[config.mk]
export PLATFORM = sky130hd
export DESIGN_NAME = convolution_procesor_div
export DESIGN_NICKNAME = d
export VERILOG_FILES = /design/src/rtl/convolution_procesor_div.sv
export SDC_FILE = /design/constraint.sdc
export NUM_CORES = 1
export LEC_CHECK = 0
export BUFFER_PORTS_ARGS = -buffer_cell sky130_fd_sc_hd__buf_2
export CAP_MARGIN = 25
export CORE_MARGIN = 2
export CORE_UTILIZATION = 60
export DETAILED_ROUTE_END_ITERATION = 6
export GPL_TIMING_DRIVEN = 0
export PLACE_DENSITY = 0.82
export REMOVE_ABC_BUFFERS = 1
export SYNTH_ARGS = -nofsm -noshare
export SYNTH_HDL_FRONTEND = slang
export SYNTH_SLANG_ARGS = --single-unit
[constraint.sdc]
create_clock -name clk -period 7.7 [get_ports clk]
set_input_delay 0.385 -clock clk [delete_from_list [all_inputs] [get_ports clk]]
set_output_delay 0.385 -clock clk [all_outputs]
set_load 0.01 [all_outputs]
[src/rtl/convolution_procesor_div.sv]
// rtl/convolution_procesor_div.sv - iterative signed restoring divider for scaling convolution sums
module convolution_procesor_div #(
  parameter int DATA_WIDTH_N = 22,
  parameter int DATA_WIDTH_D = 22
) (
  input  logic                    clk,
  input  logic                    rst,
  input  logic                    start,
  input  logic [DATA_WIDTH_N-1:0] dividend,
  input  logic [DATA_WIDTH_D-1:0] divisor,
  output logic [DATA_WIDTH_N-1:0] quotient,
  output logic [DATA_WIDTH_D-1:0] remainder,
  output logic                    busy,
  output logic                    done,
  output logic                    div_by_zero,
  output logic                    overflow
);

  localparam int N  = DATA_WIDTH_N;
  localparam int D  = DATA_WIDTH_D;
  localparam int CW = $clog2(N + 1);

  typedef enum logic [1:0] {IDLE, CALC, FINISH} state_t;

  state_t               state_q, state_d;
  logic                 accept;
  logic [CW-1:0]        count_q;
  logic [N-1:0]         qreg_q;
  logic [D-1:0]         abs_d_q;
  logic [D:0]           rem_q;
  logic signed [N-1:0]  dvd_q;
  logic                 sign_n_q, sign_d_q;
  logic [N-1:0]         abs_n_in;
  logic [D-1:0]         abs_d_in;
  logic [D+1:0]         shifted, trial;

  // Magnitudes as unsigned so the most-negative operand is represented exactly
  assign abs_n_in = dividend[N-1] ? -dividend : dividend;
  assign abs_d_in = divisor[D-1]  ? -divisor  : divisor;

  // qreg_q doubles as the dividend shift register: its MSB feeds the partial remainder
  assign shifted = {rem_q, qreg_q[N-1]};
  assign trial   = shifted - {2'b00, abs_d_q};

  always_comb begin
    state_d = state_q;
    accept  = 1'b0;
    case (state_q)
      IDLE: begin
        if (start) begin
          accept  = 1'b1;
          state_d = CALC;
        end
      end
      CALC:    if (count_q == CW'(1)) state_d = FINISH;
      FINISH:  state_d = IDLE;
      default: state_d = IDLE;
    endcase
  end

  always_ff @(posedge clk or posedge rst) begin
    if (rst) begin
      state_q     <= IDLE;
      count_q     <= '0;
      qreg_q      <= '0;
      abs_d_q     <= '0;
      rem_q       <= '0;
      dvd_q       <= '0;
      sign_n_q    <= 1'b0;
      sign_d_q    <= 1'b0;
      quotient    <= '0;
      remainder   <= '0;
      busy        <= 1'b0;
      done        <= 1'b0;
      div_by_zero <= 1'b0;
      overflow    <= 1'b0;
    end else begin
      state_q <= state_d;
      done    <= 1'b0;
      case (state_q)
        IDLE: begin
          if (accept) begin
            qreg_q      <= abs_n_in;
            abs_d_q     <= abs_d_in;
            rem_q       <= '0;
            dvd_q       <= dividend;
            sign_n_q    <= dividend[N-1];
            sign_d_q    <= divisor[D-1];
            count_q     <= CW'(N);
            busy        <= 1'b1;
            div_by_zero <= (divisor == '0);
            overflow    <= (dividend == {1'b1, {(N-1){1'b0}}}) && (divisor == '1);
          end
        end
        CALC: begin
          count_q <= count_q - CW'(1);
          if (!trial[D+1]) begin
            rem_q  <= trial[D:0];
            qreg_q <= {qreg_q[N-2:0], 1'b1};
          end else begin
            rem_q  <= shifted[D:0];
            qreg_q <= {qreg_q[N-2:0], 1'b0};
          end
        end
        FINISH: begin
          busy <= 1'b0;
          done <= 1'b1;
          // Zero divisor saturates toward the dividend's sign and passes the dividend through
          if (abs_d_q == '0) begin
            quotient  <= sign_n_q ? {1'b1, {(N-1){1'b0}}} : {1'b0, {(N-1){1'b1}}};
            remainder <= D'(dvd_q);
          end else begin
            quotient  <= (sign_n_q ^ sign_d_q) ? -qreg_q : qreg_q;
            remainder <= sign_n_q ? -rem_q[D-1:0] : rem_q[D-1:0];
          end
        end
        default: ;
      endcase
    end
  end

endmodule

==> impl_metrics.json, run 1 <==
{
  "grt_max_degree": 82,
  "cts_tree": "yes",
  "layout.cells.non_filler": 1351,
  "fin_area_sq_um": 10400,
  "slowest_stage": "xnor2_2",
  "ys.flop_type": "dfrtp_1",
  "nets": 1231,
  "slew_headroom": 0.309,
  "timing.hold.ws_ps": 85.2,
  "grt_pass1_vias": 7410,
  "cp_max_fo": 16,
  "max_cap_violations": 0,
  "clock_latency_ps": 430,
  "post-place-ws_ps": 4010,
  "die_x_um": 127,
  "status": "complete, no violations",
  "drcViolationCount": 0,
  "fmax_ghz": 0.265,
  "cts-root-buf": "clkbuf_16",
  "pwr-share-clk": 0.163,
  "antenna_cells": 0,
  "grt.total_usage": 0.276,
  "start_util": 0.619,
  "tns_ps": 0,
  "layout-drive-gt1-share": 0.132,
  "critPathCaptureType": "flip-flop",
  "synth-edff-count": 0,
  "reg2reg_from": "rem_q[2]$_DFFE_PP0P_",
  "ant_nets": 0,
  "antenna_found_initial": 0,
  "fp.dieH_um": 127,
  "ys_seq_area_frac": 0.400,
  "multiInputGateArea_sq_um": 5090,
  "synth_area_per_cell_sq_um": 8.36,
  "critical_path_arrival_ps": 4050,
  "synth_cells": 1085,
  "finalSetupViolCount": 0,
  "place_inst": 1319,
  "synth_top_area_frac": 0.400,
  "firstDrtPassIters": 5,
  "place.gp.congestion": 0.880,
  "hold_class": "input pin to asynchronous set/reset pin",
  "critPathLaunchType": "flip-flop",
  "holdBufCountCts": 0,
  "routed_via_density": 5.95,
  "synthTopCellsByCount": "nand2_1 (178), o21ai_0 (156), dfrtp_1 (145)",
  "p_leak_nw": 4.83,
  "ys_warn_count": 0,
  "via_count": 8039,
  "worst_pin_slew_ps": 1040,
  "required_ps": 7970,
  "hold_viol": 0,
  "yosysUniqueCellTypes": 58,
  "min_period_over_period": 0.491,
  "timing.rr.end": "rem_q[4]$_DFFE_PP0P_",
  "swShare": 0.444,
  "worst_clock_skew_ps": 7.62,
  "die_area_sq_um": 16100,
  "r2r_cells": 10,
  "ios": 95,
  "grt_pass1_wl_um": 36000,
  "post_cts_resize_count": 0,
  "ys_seq_elements": 145,
  "dpl.hpwl_um": 15800,
  "drtIter0Drc": 470,
  "syn_to_final_growth_pct": 14.4,
  "seqPwrFrac": 0.298,
  "cts_setup_buffers": 0,
  "p_comb_frac": 0.538,
  "cpPeakStageDelay_ps": 770,
  "placedInstanceArea_sq_um": 9800,
  "rrSetupSlack_ps": 3920,
  "rsz0062_at_grt": "false",
  "drv_slew": 0,
  "period_minus_slack_ps": 3780,
  "wire_per_inst_um": 15.9,
  "synth_most_common_cell": "nand2_1",
  "ctsHtreeMaxLevel": 4,
  "ys_async_sr_fraction": 1.00,
  "clk_pin_slew_ps": 60,
  "worst-setup-path-type": "flip-flop to flip-flop",
  "cellInternalPower_mw": 2.75,
  "crit_chain": "ha_1 > o21a_1 > o31a_1 > o211ai_1 > a211oi_1 > a21oi_1 > xnor2_2 > buf_8 > mux2i_1 > o21ai_0",
  "cts-buffers-inserted": 17,
  "core_area_sq_um": 14600,
  "io_buffers": 94,
  "synth_area_leaders": "dfrtp_1 (40%), o21ai_0 (8.6%), nand2_1 (7.4%)",
  "finalWirelength_um": 21500,
  "powerDensity_nw_per_um2": 478,
  "finalWorstSetupSlack_ps": 3920,
  "synth_area_sq_um": 9070,
  "p_sw_mw": 2.20,
  "clk_path_buf_depth": 2,
  "yosys.area.top_type": "dfrtp_1",
  "fillers": 1186,
  "clock_sinks": 145,
  "rows": 44,
  "ir_drop_uv": 264,
  "regArea_sq_um": 3630,
  "gr-total-overflow": 0
}
## power groups by stage
stage	registers (mW)	logic, mW	clock network, mW
global placement	1.46	2.51	0
floorplan	1.42	1.97	0
detailed placement	1.48	2.63	0
CTS	1.47	2.66	0.815
finish	1.48	2.67	0.811
global route	1.53	3.00	0.850
## critical path, delay by kind of cell, from the launching register on
| family | cells | cell delay [ps] |
|---|---|---|
| mux | 1 | 220 |
| flops | 1 | 490 |
| fa+ha+maj | 1 | 390 |
| compound gates | 6 | 1470 |
| buf+inv | 1 | 260 |
| xor+xnor | 1 | 770 |
## layout make-up
cell class                 instances  area share
sequential                       145       0.350
tap                              184      0.0222
clock buffer                      23      0.0451
multi-input combinational        839       0.491
clock inverter                     9      0.0103
inverter                          41      0.0153
timing repair buffer             110      0.0664
## cell families (layout without fill, tap and decap cells)
kind of cell	count (synthesis)	after routing	share of synthesized area
compound gates	312	312	0.208
fa+ha+maj	30	30	0.0422
mux	23	23	0.0254
xor+xnor	86	86	0.0831
flops	145	145	0.400
simple gates	388	388	0.199
buf+inv	101	183	0.0419
## cells in the final DEF, fill, tap and decap left out, types with 6 or more instances in the layout
cell type,n
o21ai_0,156
xor2_1,63
clkbuf_16,17
nand2_1,177
nor4_1,10
ha_1,29
a22oi_1,20
a21oi_1,51
o211ai_1,7
nand4_1,11
nor3_1,14
a21o_1,6
buf_2,94
o41ai_1,11
nand2b_1,18
o31ai_1,20
nor2b_1,10
or3_1,12
nor2_1,63
or4_1,7
buf_4,6
inv_1,40
nand3_1,33
xnor2_1,22
mux2i_1,23
dfrtp_1,145
## stage by stage
stage                      util  power, mW
after floorplan               -       3.39
after global placement    0.652       3.97
after detailed placement  0.669       4.10
after CTS                 0.708       4.94
after global routing      0.708       5.38
final                     0.708       4.96
## metal layers
layer / vias to the layer above / wire [um] / GRT usage
met1: 3814 / 9550 / 0.362
met2: 205 / 10500 / 0.468
met5: - / 0 / 0
met3: 42 / 896 / 0.0401
met4: 0 / 489 / 0.0983
li1: 3978 / - / -
## state kept, by name, summed over array words and instances (netlist names), 2 cells and up
name and count:
abs_d_q 22, count_q 5, dvd_q 22, qreg_q 22, quotient 22, rem_q 23
remainder 22, state_q 2
## how the worst max path moves through the flow
stage | startpoint | end | slack (ps) | cells past startpoint
2_1_floorplan | abs_d_q[1]$_DFFE_PP0P_ | quotient[10]$_DFFE_PP0P_ | -20 | 7
3_3_place_gp | abs_d_q[1]$_DFFE_PP0P_ | quotient[15]$_DFFE_PP0P_ | -3930 | 7
3_5_place_dp | rem_q[2]$_DFFE_PP0P_ | rem_q[3]$_DFFE_PP0P_ | 4010 | 10
4_1_cts | rem_q[2]$_DFFE_PP0P_ | rem_q[3]$_DFFE_PP0P_ | 3960 | 10
5_1_grt | rem_q[2]$_DFFE_PP0P_ | rem_q[4]$_DFFE_PP0P_ | 3690 | 10
6_report | rem_q[2]$_DFFE_PP0P_ | rem_q[4]$_DFFE_PP0P_ | 3920 | 10
(Power assumes the default switching activity.)
==> run 2: changes to the inputs <==
==> constraint.sdc (replaced) <==
create_clock -name clk -period 3.75 [get_ports clk]
set_input_delay 0.1875 -clock clk [delete_from_list [all_inputs] [get_ports clk]]
set_output_delay 0.1875 -clock clk [all_outputs]
set_load 0.01 [all_outputs]
==> impl_metrics.json, run 2 (same netlist as run 1, synthesis figures left out) <==
{
  "wire_per_inst_um": 15.9,
  "core_area_sq_um": 14600,
  "clk_pin_slew_ps": 60,
  "tns_ps": 0,
  "cp_max_fo": 16,
  "finalWirelength_um": 21500,
  "gr-total-overflow": 0,
  "worst_clock_skew_ps": 8.08,
  "finalSetupViolCount": 0,
  "cts-root-buf": "clkbuf_16",
  "critPathCaptureType": "flip-flop",
  "worst-setup-path-type": "flip-flop to flip-flop",
  "fin_area_sq_um": 10400,
  "place.gp.congestion": 0.880,
  "layout-drive-gt1-share": 0.132,
  "placedInstanceArea_sq_um": 9800,
  "slowest_stage": "dfrtp_1",
  "rsz0062_at_grt": "false",
  "clock_latency_ps": 430,
  "cts_tree": "yes",
  "ctsHtreeMaxLevel": 4,
  "io_buffers": 94,
  "critPathLaunchType": "flip-flop",
  "clock_sinks": 145,
  "fp.dieH_um": 127,
  "largest_reg_flops": 23,
  "cpPeakStageDelay_ps": 470,
  "top_register": "rem_q",
  "cts_setup_buffers": 0,
  "rows": 44,
  "powerDensity_nw_per_um2": 981,
  "clk_path_buf_depth": 2,
  "dpl.hpwl_um": 15800,
  "via_count": 8077,
  "firstDrtPassIters": 5,
  "start_util": 0.619,
  "ant_nets": 0,
  "nets": 1234,
  "hold_viol": 0,
  "ios": 95,
  "routed_via_density": 5.97,
  "min_period_over_period": 0.911,
  "slew_headroom": 0.301,
  "worst_pin_slew_ps": 1050,
  "required_ps": 4020,
  "ir_drop_uv": 540,
  "max_cap_violations": 0,
  "antenna_found_initial": 0,
  "hold_class": "input pin to flip-flop",
  "drcViolationCount": 0,
  "crit_chain": "ha_1 > and4_1 > a221oi_1 > o21ai_0 > a2111o_1 > a21oi_1 > xnor2_4 > buf_8 > mux2i_1 > o21ai_0",
  "fmax_ghz": 0.293,
  "layout_commonest_cell": "nand2_1",
  "crit_path_frequent_cell": "o21ai_0",
  "drv_slew": 0,
  "syn_to_final_growth_pct": 14.9,
  "grt_max_degree": 82,
  "rrSetupSlack_ps": 340,
  "antenna_cells": 0,
  "critical_path_arrival_ps": 3680,
  "die_x_um": 127,
  "grt.total_usage": 0.276,
  "p_leak_nw": 4.84,
  "mostFrequentLayoutCells": "nand2_1 (177), o21ai_0 (156), dfrtp_1 (145)",
  "cts-buffers-inserted": 17,
  "period_minus_slack_ps": 3410,
  "drtIter0Drc": 472,
  "grt_pass1_wl_um": 36100,
  "status": "complete, no violations",
  "die_area_sq_um": 16100,
  "grt_pass1_vias": 7415
}
==> run 2: critical path, delay by kind of cell (launching register included) <==
| family | cells | cell delay, ps |
|---|---|---|
| XOR/XNOR | 1 | 300 |
| flip-flops | 1 | 470 |
| AO/OA/AOI/OAI | 5 | 1300 |
| buffers and inverters | 1 | 250 |
| AND/OR/NAND/NOR | 1 | 280 |
| adder cells (fa/ha/maj) | 1 | 420 |
| multiplexers | 1 | 220 |
==> run 2: routing by layer <==
| metal | track usage | routed length (um) | vias up |
|---|---|---|---|
| met4 | 0.0983 | 505 | 0 |
| li1 | - | - | 3994 |
| met5 | 0 | 0 | - |
| met1 | 0.363 | 9570 | 3820 |
| met3 | 0.0401 | 950 | 45 |
| met2 | 0.468 | 10500 | 218 |
==> run 2: worst paths after layout <==
| path | from | to | cells past startpoint |
|---|---|---|---|
| setup / recovery | rem_q[14]$_DFFE_PP0P_ | rem_q[4]$_DFFE_PP0P_ | 10 |
| hold / removal | dividend[19] | dvd_q[19]$_DFFE_PP0P_ | 3 |
| setup reg to reg | rem_q[14]$_DFFE_PP0P_ | rem_q[4]$_DFFE_PP0P_ | 10 |
| hold reg to reg | quotient[3]$_DFFE_PP0P_ | quotient[3]$_DFFE_PP0P_ | 2 |
| max in group asynchronous | rst | qreg_q[7]$_DFFE_PP0P_ | 4 |
| min in group asynchronous | rst | quotient[4]$_DFFE_PP0P_ | 3 |
==> run 2: cell type report <==
| type | instances | area, sq um |
|---|---|---|
| Inverter | 41 | 159 |
| Sequential cell | 145 | 3630 |
| Clock inverter | 9 | 106 |
| Multi-Input combinational cell | 839 | 5110 |
| Fill cell | 1178 | 4230 |
| Timing Repair Buffer | 113 | 718 |
| Clock buffer | 23 | 468 |
| Tap cell | 184 | 230 |
==> run 2: stage by stage <==
stage | util | hold slack (ps) | worst slack [ps] | power, mW | cells
after floorplan | - | 293 | -3970 | 6.96 | 1025
after global placement | 0.652 | 423 | -7880 | 8.16 | 1303
after detailed placement | 0.669 | 371 | 63.6 | 8.43 | 1319
after CTS | 0.710 | 1.73 | 7.85 | 10.1 | 1354
after global routing | 0.711 | 15.7 | 125 | 11.1 | 1354
final | 0.711 | 5.22 | 336 | 10.2 | 1354
==> run 2: where the power goes <==
| group | total [mW] | internal, mW | leakage, nW | switching (mW) |
|---|---|---|---|---|
| clock | 1.66 | 1.01 | 0.274 | 0.651 |
| sequential | 3.04 | 2.26 | 1.83 | 0.777 |
| combinational | 5.52 | 2.40 | 2.73 | 3.12 |
==> run 2: repair_timing <==
action / CTS / global route
hold buffers: 3 / 0
endpoints found under the setup margin: 0 / 16
gates resized for setup: 0 / 2
hold endpoints to repair: 82 / 0
==> run 3: changes to the inputs <==
--- a/config.mk
+++ b/config.mk
@@ -7,6 +7,7 @@
 export LEC_CHECK = 0
 export BUFFER_PORTS_ARGS = -buffer_cell sky130_fd_sc_hd__buf_2
 export CAP_MARGIN = 25
+export CORE_ASPECT_RATIO = 2
 export CORE_MARGIN = 2
 export CORE_UTILIZATION = 60
 export DETAILED_ROUTE_END_ITERATION = 6
==> constraint.sdc (replaced) <==
create_clock -name clk -period 3.75 [get_ports clk]
set_input_delay 0.9375 -clock clk [delete_from_list [all_inputs] [get_ports clk]]
set_output_delay 0.9375 -clock clk [all_outputs]
set_load 0.01 [all_outputs]
==> impl_metrics.json, run 3 (same netlist as run 1, synthesis figures left out) <==
{
  "timing.rr.end": "rem_q[13]$_DFFE_PP0P_",
  "ir_drop_uv": 411,
  "top_register": "rem_q",
  "critPathCaptureType": "flip-flop",
  "ctsHtreeMaxLevel": 4,
  "wire_per_inst_um": 16.6,
  "routed_via_density": 5.98,
  "reg2reg_from": "rem_q[14]$_DFFE_PP0P_",
  "p_leak_nw": 4.85,
  "layout-drive-gt1-share": 0.136,
  "place.gp.congestion": 0.970,
  "antenna_cells": 0,
  "status": "complete, no violations",
  "fmax_ghz": 0.290,
  "clock_latency_ps": 430,
  "grt.total_usage": 0.290,
  "slew_headroom": 0.231,
  "final_util": 0.706,
  "ios": 95,
  "powerDensity_nw_per_um2": 991,
  "start_util": 0.612,
  "place_inst": 1331,
  "critical_path_arrival_ps": 3790,
  "cts-buffers-inserted": 17,
  "drcViolationCount": 0,
  "placedInstanceArea_sq_um": 9820,
  "holdBufCountCts": 0,
  "io_buffers": 94,
  "fin_area_sq_um": 10500,
  "firstDrtPassIters": 5,
  "cp_max_fo": 16,
  "fp.dieH_um": 178,
  "drtIter0Drc": 493,
  "antenna_found_initial": 0,
  "max_cap_violations": 0,
  "r2r_cells": 10,
  "die_area_sq_um": 16200,
  "cts-root-buf": "clkbuf_16",
  "critPathLaunch": "rem_q[14]$_DFFE_PP0P_",
  "hold_viol": 0,
  "finalSetupViolCount": 0,
  "drv_slew": 0,
  "nets": 1232,
  "largest_reg_flops": 23,
  "required_ps": 4090,
  "cts_tree": "yes",
  "critPathLaunchType": "flip-flop",
  "gr-total-overflow": 0,
  "via_count": 8151,
  "clk_pin_slew_ps": 60,
  "min_period_over_period": 0.919,
  "worst_pin_slew_ps": 1140,
  "cp-endpoint": "rem_q[13]$_DFFE_PP0P_",
  "finalWorstSetupSlack_ps": 304,
  "rsz0062_at_grt": "false",
  "grt_pass1_vias": 7963,
  "period_minus_slack_ps": 3450,
  "clock_sinks": 145,
  "post-place-ws_ps": 1.49,
  "hold_class": "flip-flop to flip-flop",
  "rows": 63,
  "die_x_um": 90.9,
  "ant_nets": 0,
  "clk_path_buf_depth": 2,
  "dpl.hpwl_um": 16500,
  "rrSetupSlack_ps": 300,
  "grt_pass1_wl_um": 37500,
  "finalPower_mw": 10.4,
  "layout.cells.non_filler": 1362,
  "worst-setup-path-type": "flip-flop to flip-flop",
  "core_area_sq_um": 14800,
  "syn_to_final_growth_pct": 15.3,
  "layout_commonest_cell": "nand2_1",
  "grt_max_degree": 75,
  "mostFrequentLayoutCells": "nand2_1 (177), o21ai_0 (156), dfrtp_1 (145)",
  "cts_setup_buffers": 0,
  "finalWirelength_um": 22600,
  "worst_clock_skew_ps": 8.16
}
==> run 3: cell types whose count changed in the layout (fill, tap and decap cells not counted) <==
| cell | change |
|---|---|
| inv_6 | -1 |
| bufinv_16 | +2 |
| clkinv_4 | +3 |
| buf_6 | +1 |
| clkinvlp_4 | +1 |
| clkbuf_1 | -4 |
| clkbuf_8 | -2 |
| dlygate4sd3_1 | -3 |
==> run 3: where the power goes <==
part	internal, mW	leakage, nW	switching [mW]
registers	2.26	1.83	0.769
clock network	1.11	0.291	0.678
logic	2.40	2.73	3.15
total	5.77	4.85	4.59
==> run 3: what timing repair did <==
action | CTS | global route
endpoints found under the hold margin | 0 | 0
setup endpoints to repair | 1 | 10
gates resized for setup | 1 | 1
==> run 3: worst max-delay path, cell delays in order (launching register included) <==
cell and delay [ps]:
dfrtp_1 470, ha_1 420, and4_1 290, a221oi_1 230, o21ai_0 190, a2111o_1 460, a21oi_1 320, xnor2_4 290
buf_6 270, nand2_1 150, o211ai_1 250
==> run 3: metrics by stage <==
| step | setup TNS [ps] | hold WS [ps] |
|---|---|---|
| 2_1_floorplan | -302130 | 446 |
| 3_5_place_dp | 0 | 463 |
| 5_1_grt | 0 | 496 |
| 3_3_place_gp | -797360 | 455 |
| 6_report | 0 | 472 |
| 4_1_cts | 0 | 479 |
==> run 3: worst min path at each step <==
stage                                        start  slack [ps]                        to  cells past startpoint
after global placement    remainder[6]$_DFFE_PP0P_         460  remainder[6]$_DFFE_PP0P_                      2
after CTS                  quotient[0]$_DFFE_PP0P_         480   quotient[0]$_DFFE_PP0P_                      2
final                     quotient[10]$_DFFE_PP0P_         470  quotient[10]$_DFFE_PP0P_                      2
after global routing       quotient[1]$_DFFE_PP0P_         500   quotient[1]$_DFFE_PP0P_                      2
after detailed placement     dvd_q[19]$_DFFE_PP0P_         460     dvd_q[19]$_DFFE_PP0P_                      2
after floorplan              dvd_q[10]$_DFFE_PP0P_         450     dvd_q[10]$_DFFE_PP0P_                      2
==> run 3: metal layers <==
metal / routed length [um] / up-vias / GRT usage
li1: - / 3987 / -
met1: 8080 / 3861 / 0.293
met2: 12700 / 238 / 0.560
met3: 848 / 65 / 0.0374
met4: 964 / 0 / 0.165
met5: 0 / - / 0
==> run 3: final cells by class <==
type / count / area [sq um]
multi-input combinational: 839 / 5110
fill: 1214 / 4360
sequential: 145 / 3630
timing repair buffer: 111 / 699
clock buffer: 17 / 425
tap: 195 / 244
clock inverter: 14 / 191
inverter: 41 / 159
